`src/rtl/snake_dir_ctrl.sv`:
```
// snake_dir_ctrl: turns debounced key events into the snake's movement
// direction and a run/pause/game-over control state. Direction requests are
// held in a small circular queue and applied one per movement step. Requests
// that would reverse the snake into its own body are dropped.
module snake_dir_ctrl #(
  parameter int         Q_DEPTH  = 2,
  parameter logic [1:0] INIT_DIR = 2'd3
) (
  input  logic       sys_clk,
  input  logic       sys_rst_n,
  input  logic [4:0] key_flag,
  input  logic [4:0] key_value,
  input  logic       step_tick,
  input  logic       game_over,
  output logic [1:0] dir,
  output logic       run,
  output logic       dir_changed,
  output logic [2:0] q_count
);

  typedef enum logic [1:0] {
    IDLE  = 2'd0,
    RUN   = 2'd1,
    PAUSE = 2'd2,
    OVER  = 2'd3
  } state_t;

  localparam logic [2:0] DEPTH    = 3'(Q_DEPTH);
  localparam logic [1:0] LAST_PTR = 2'(Q_DEPTH - 1);

  state_t     state;
  // Storage is sized for the largest legal depth; only the first Q_DEPTH
  // entries are ever addressed because the pointers wrap at LAST_PTR.
  logic [1:0] q_mem [4];
  logic [1:0] rd_ptr;
  logic [1:0] wr_ptr;

  logic [4:0] press;
  logic       start_press;
  logic       req_valid;
  logic [1:0] req_dir;
  logic [1:0] tail_ptr;
  logic [1:0] ref_dir;
  logic       req_ok;
  logic       do_pop;
  logic       do_push;

  // A key event counts as a press only when its level reads "pressed".
  assign press       = key_flag & ~key_value;
  assign start_press = press[4];

  // Advance a queue pointer, wrapping after the last used slot.
  function automatic logic [1:0] ptr_next(input logic [1:0] p);
    return (p == LAST_PTR) ? 2'd0 : p + 2'd1;
  endfunction

  // Pick one direction request per cycle, lowest key index first.
  always_comb begin
    req_valid = |press[3:0];
    req_dir   = 2'd0;
    if (press[0])      req_dir = 2'd0;
    else if (press[1]) req_dir = 2'd1;
    else if (press[2]) req_dir = 2'd2;
    else if (press[3]) req_dir = 2'd3;
  end

  // Judge the request against the direction the snake will have once
  // everything already queued has been applied, and decide pop/push.
  always_comb begin
    tail_ptr = (wr_ptr == 2'd0) ? LAST_PTR : wr_ptr - 2'd1;
    ref_dir  = (q_count != 3'd0) ? q_mem[tail_ptr] : dir;
    req_ok   = req_valid && (req_dir != ref_dir) && (req_dir != (ref_dir ^ 2'd1));
    do_pop   = step_tick && (q_count != 3'd0);
    do_push  = req_ok && ((q_count < DEPTH) || do_pop);
  end

  // Control FSM with registered outputs and the direction queue.
  always_ff @(posedge sys_clk or negedge sys_rst_n) begin
    if (!sys_rst_n) begin
      state       <= IDLE;
      dir         <= INIT_DIR;
      run         <= 1'b0;
      dir_changed <= 1'b0;
      q_count     <= 3'd0;
      rd_ptr      <= 2'd0;
      wr_ptr      <= 2'd0;
      for (int i = 0; i < 4; i++) q_mem[i] <= 2'd0;
    end else begin
      dir_changed <= 1'b0;
      case (state)
        IDLE: begin
          if (start_press) begin
            state   <= RUN;
            run     <= 1'b1;
            dir     <= INIT_DIR;
            q_count <= 3'd0;
            rd_ptr  <= 2'd0;
            wr_ptr  <= 2'd0;
          end
        end
        RUN: begin
          if (game_over) begin
            state <= OVER;
            run   <= 1'b0;
          end else if (start_press) begin
            state <= PAUSE;
            run   <= 1'b0;
          end else begin
            if (do_pop) begin
              dir         <= q_mem[rd_ptr];
              dir_changed <= 1'b1;
              rd_ptr      <= ptr_next(rd_ptr);
            end
            if (do_push) begin
              q_mem[wr_ptr] <= req_dir;
              wr_ptr        <= ptr_next(wr_ptr);
            end
            q_count <= q_count + {2'b00, do_push} - {2'b00, do_pop};
          end
        end
        PAUSE: begin
          if (game_over) begin
            state <= OVER;
          end else if (start_press) begin
            state <= RUN;
            run   <= 1'b1;
          end
        end
        OVER: begin
          if (start_press) begin
            state   <= IDLE;
            dir     <= INIT_DIR;
            q_count <= 3'd0;
            rd_ptr  <= 2'd0;
            wr_ptr  <= 2'd0;
          end
        end
        default: begin
          state <= IDLE;
          run   <= 1'b0;
        end
      endcase
    end
  end

endmodule

```
`config.mk`:
```
export PLATFORM = sky130hd
export DESIGN_NAME = snake_dir_ctrl
export DESIGN_NICKNAME = d
export VERILOG_FILES = /design/src/rtl/snake_dir_ctrl.sv
export SDC_FILE = /design/constraint.sdc
export NUM_CORES = 1
export LEC_CHECK = 0
export BUFFER_PORTS_ARGS = -buffer_cell sky130_fd_sc_hd__buf_2
export CAP_MARGIN = 20
export CORE_MARGIN = 2
export CORE_UTILIZATION = 56
export DETAILED_ROUTE_END_ITERATION = 8
export PLACE_DENSITY = 0.76
export RECOVER_POWER = 50
export SYNTH_ARGS = -nofsm -noshare
export SYNTH_HDL_FRONTEND = slang
export SYNTH_SLANG_ARGS = --single-unit
```
`constraint.sdc`:
```
create_clock -name sys_clk -period 3.2 [get_ports sys_clk]
set_clock_uncertainty 0.05 [all_clocks]
set_input_delay 0.16 -clock sys_clk [delete_from_list [all_inputs] [get_ports sys_clk]]
set_output_delay 0.16 -clock sys_clk [all_outputs]
set_load 0.01 [all_outputs]
```
==> run_results.csv <==
group,metric,value,unit
floorplan,die_y,53.7,um
synth,syn_area,1380,um^2
floorplan,num_io_pins,21,
worst_hold_path,hold_path_class,"in -> reg",
power,combPwrFrac,54.3,%
cts,clock_latency,0.31,ns
power,p_sw,0.000502,W
place,post-dp-hpwl,2140,um
synth,seq_area_frac_synth,38.2,%
power,switching_share,42.3,%
power,ir_worst_vdd,570,uV
worst_setup_path,cp-start-kind,"flip-flop",
synth,synth.area.mux_share,12.7,%
route,wl_per_cell,14.7,um
job,max_cap_violations,0,
final_layout,fillerInstances,202,
power,power,0.00119,W
final_layout,drive_above_1_share,24.2,%
route,drtPass1Iterations,4,
status,status,"completed",
synth,synth_edf_count,0,
cts,cts_sinks,21,
cts,cts_root_buf,"clkbuf_4",
route,vias_per_cell,5.86,
power,power.internal,0.000686,W
timing,clock.fmax,0.373,GHz
power,pwr-share-clk,11.1,%
timing,setup_viol,0,
power,leakage,0.683,nW
cts,post_cts_resized,0,
cts,cts_made_buffers,3,
grt,grt_pass1_wl,4640,um
synth,synth_warnings,0,
power,seqPwrFrac,34.7,%
synth,ys_seq_elements,21,
synth,ys_types,45,
cts,cts_tree,"built",
worst_setup_path,criticalPathCategory,"reg -> reg",
grt,antenna_found_initial,0,
timing,post-route-min-period,2.68,ns
timing,hold_violations,0,
place,place_congestion,0.919,
synth,netlist.area_leader.share,34.4,%
timing,holdWs,0.0404,ns
cts,cts_setup_buffers,0,
synth,synth_compound_area_share,14.6,%
final_layout,design_area,1530,um^2
synth,synthXorXnorAreaFrac,0.633,%
final_layout,nets,185,
synth,synth.area.top_cells,"dfrtp_1 (34%), ha_1 (7.2%), mux2_2 (6.5%)",
timing,worst_pin_slew,1.15,ns
synth,synth-simple-area-share,21.4,%
route,drc_errors,0,
floorplan,die_area,2880,um^2
cts,clockBufferDepth,2,
synth,synth-main-ff-cell,"dfrtp_1",
worst_setup_path,arrival,2.87,ns
route,ant_nets,0,
grt,grt_usage,22.2,%
timing,finalWorstSetupSlack,0.520,ns
grt,grt_pass1_vias,1067,
place,place_area,1500,um^2
place,port_buffers,20,
synth,synthArstFlopShare,100,%
route,drt_iter0_drc,38,
timing,slew_violations,0,
place,place_ws,0.575,ns
grt,overflow,0,
floorplan,core_area,2410,um^2
final_layout,areaGrowthSynthToFinish,10.8,%
grt,grt_start_max_net_pins,22,
worst_setup_path,cp.required,3.39,ns
final_layout,antennaDiodeCount,0,
floorplan,die_width,53.7,um
floorplan,start_util,57.4,%
worst_setup_path,r2r_setup_slack,0.52,ns
floorplan,rows,18,
cts,cts-htree-levels,1,
cts,clk_pin_slew,0.12,ns
synth,syn_inst,139,
timing,relSlewSlack,23.4,%
timing,tns,0,ns
worst_setup_path,worst_setup_path_end_kind,"flip-flop",
synth,synthAdderAreaFrac,8.68,%
synth,synth_area_leader_cell,"dfrtp_1",
synth,synthesis.nets,162,
synth,synth_top_family_by_area,"simple AND/OR/NAND/NOR gates",
power,p_per_area,775,nW/um^2
route,routed_wl,2800,um
synth,synth.avg_cell_area,9.96,um^2
timing,fin_crit_sh,83.8,%
timing,rsz0062_at_grt,"false",
route,vias,1119,
worst_setup_path,cp_max_fo,8,
-- flip-flops by register name, indices dropped and copies added, names as in the netlist --
register     cells
dir              2
wr_ptr           2
q_count          3
state            2
q_mem            8
dir_changed      1
rd_ptr           2
run              1
-- Yosys cell counts (2+ instances only) --
master	count
a211oi_2	2
a21oi_1	6
a31oi_1	2
and2_1	2
dfrtp_1	19
dfstp_2	2
ha_1	8
inv_1	9
mux2_2	8
mux2_4	2
mux4_2	2
nand2_1	10
nand2b_1	7
nand4b_1	2
nor2_1	11
nor2b_1	5
nor3_1	3
o21a_1	2
o21ai_0	10
o32ai_1	2
-- power groups by stage --
stage / clock (W) / combinational [W] / sequential [W]
2_1_floorplan: 0 / 0.000497 / 0.000407
3_3_place_gp: 0 / 0.000614 / 0.000412
3_5_place_dp: 0 / 0.000644 / 0.000416
4_1_cts: 0.000136 / 0.000649 / 0.000410
5_1_grt: 0.000145 / 0.000728 / 0.000424
6_report: 0.000132 / 0.000645 / 0.000412
-- routing by layer --
| layer | part of all wire, % | routed length (um) | track usage [%] | up-vias |
|---|---|---|---|---|
| met1 | 45 | 1250 | 29.9 | 550 |
| met4 | 0.57 | 16 | 8.12 | 0 |
| met5 | 0 | 0 | 0 | - |
| met2 | 50 | 1410 | 35.6 | 27 |
| met3 | 4.4 | 123 | 4.17 | 2 |
| li1 | - | - | - | 540 |
-- final timing paths --
kind                               to  depth (start not counted)       from
hold reg to reg              q_mem[4]                          1   q_mem[4]
hold / removal                    run                          2  game_over
setup reg to reg           q_count[2]                         11  wr_ptr[1]
max in group asynchronous    q_mem[0]                          2  sys_rst_n
min in group asynchronous    q_mem[3]                          2  sys_rst_n
setup / recovery           q_count[2]                         11  wr_ptr[1]
-- cell type report --
| type | instances | area, um^2 | share of cell area, % |
|---|---|---|---|
| inverters | 9 | 33.8 | 2.20 |
| repair buffers | 21 | 105 | 6.86 |
| well taps | 30 | 37.5 | 2.45 |
| flip-flops and latches | 21 | 528 | 34.4 |
| multi-input cells | 106 | 802 | 52.3 |
| clock buffers | 4 | 26.3 | 1.71 |
-- kinds of logic (layout without fill, tap and decap cells) --
family | Yosys count | count (layout)
and+or+nand+nor | 52 | 52
buffers and inverters | 12 | 34
adders and majority gates | 9 | 9
DFF | 21 | 21
xor gates and xnor gates | 1 | 1
AOI/OAI and AO/OA | 31 | 31
muxes | 13 | 13
-- cells in the final DEF, fill, tap and decap left out, drive strengths merged, types with 2 or more instances in the layout --
cell     n
buf     16
mux4     2
nor3     4
ha       8
nor2b    5
o21a     2
nor2    11
nand4b   2
and2     2
nand2   10
mux2    10
a31oi    2
dfstp    2
inv      9
a211oi   2
o32ai    2
and4     2
nand2b   7
a21oi    6
o21ai   11
clkbuf   8
dfrtp   19
-- metrics by stage --
stage / utilization, % / cells
detailed placement: 62.3 / 186
finish: 63.6 / 191
global placement: 62.3 / 186
global route: 63.6 / 191
floorplan: - / 139
CTS: 63.8 / 191
-- critical path, stage by stage (launching register included) --
cell and delay, ns:
dfrtp_1 0.49, mux2i_1 0.27, a211oi_2 0.13, o21ai_1 0.30, nand3_1 0.15, ha_1 0.29
inv_1 0.04, ha_1 0.18, fa_1 0.38, xnor2_1 0.16, nand2_1 0.06, o21ai_0 0.14
-- repair_timing --
action                                 4_1_cts  5_1_grt
hold buffers                                 1        0
setup endpoints to repair                    0        0
endpoints found under the hold margin       19        0
(Power assumes the default switching activity.)
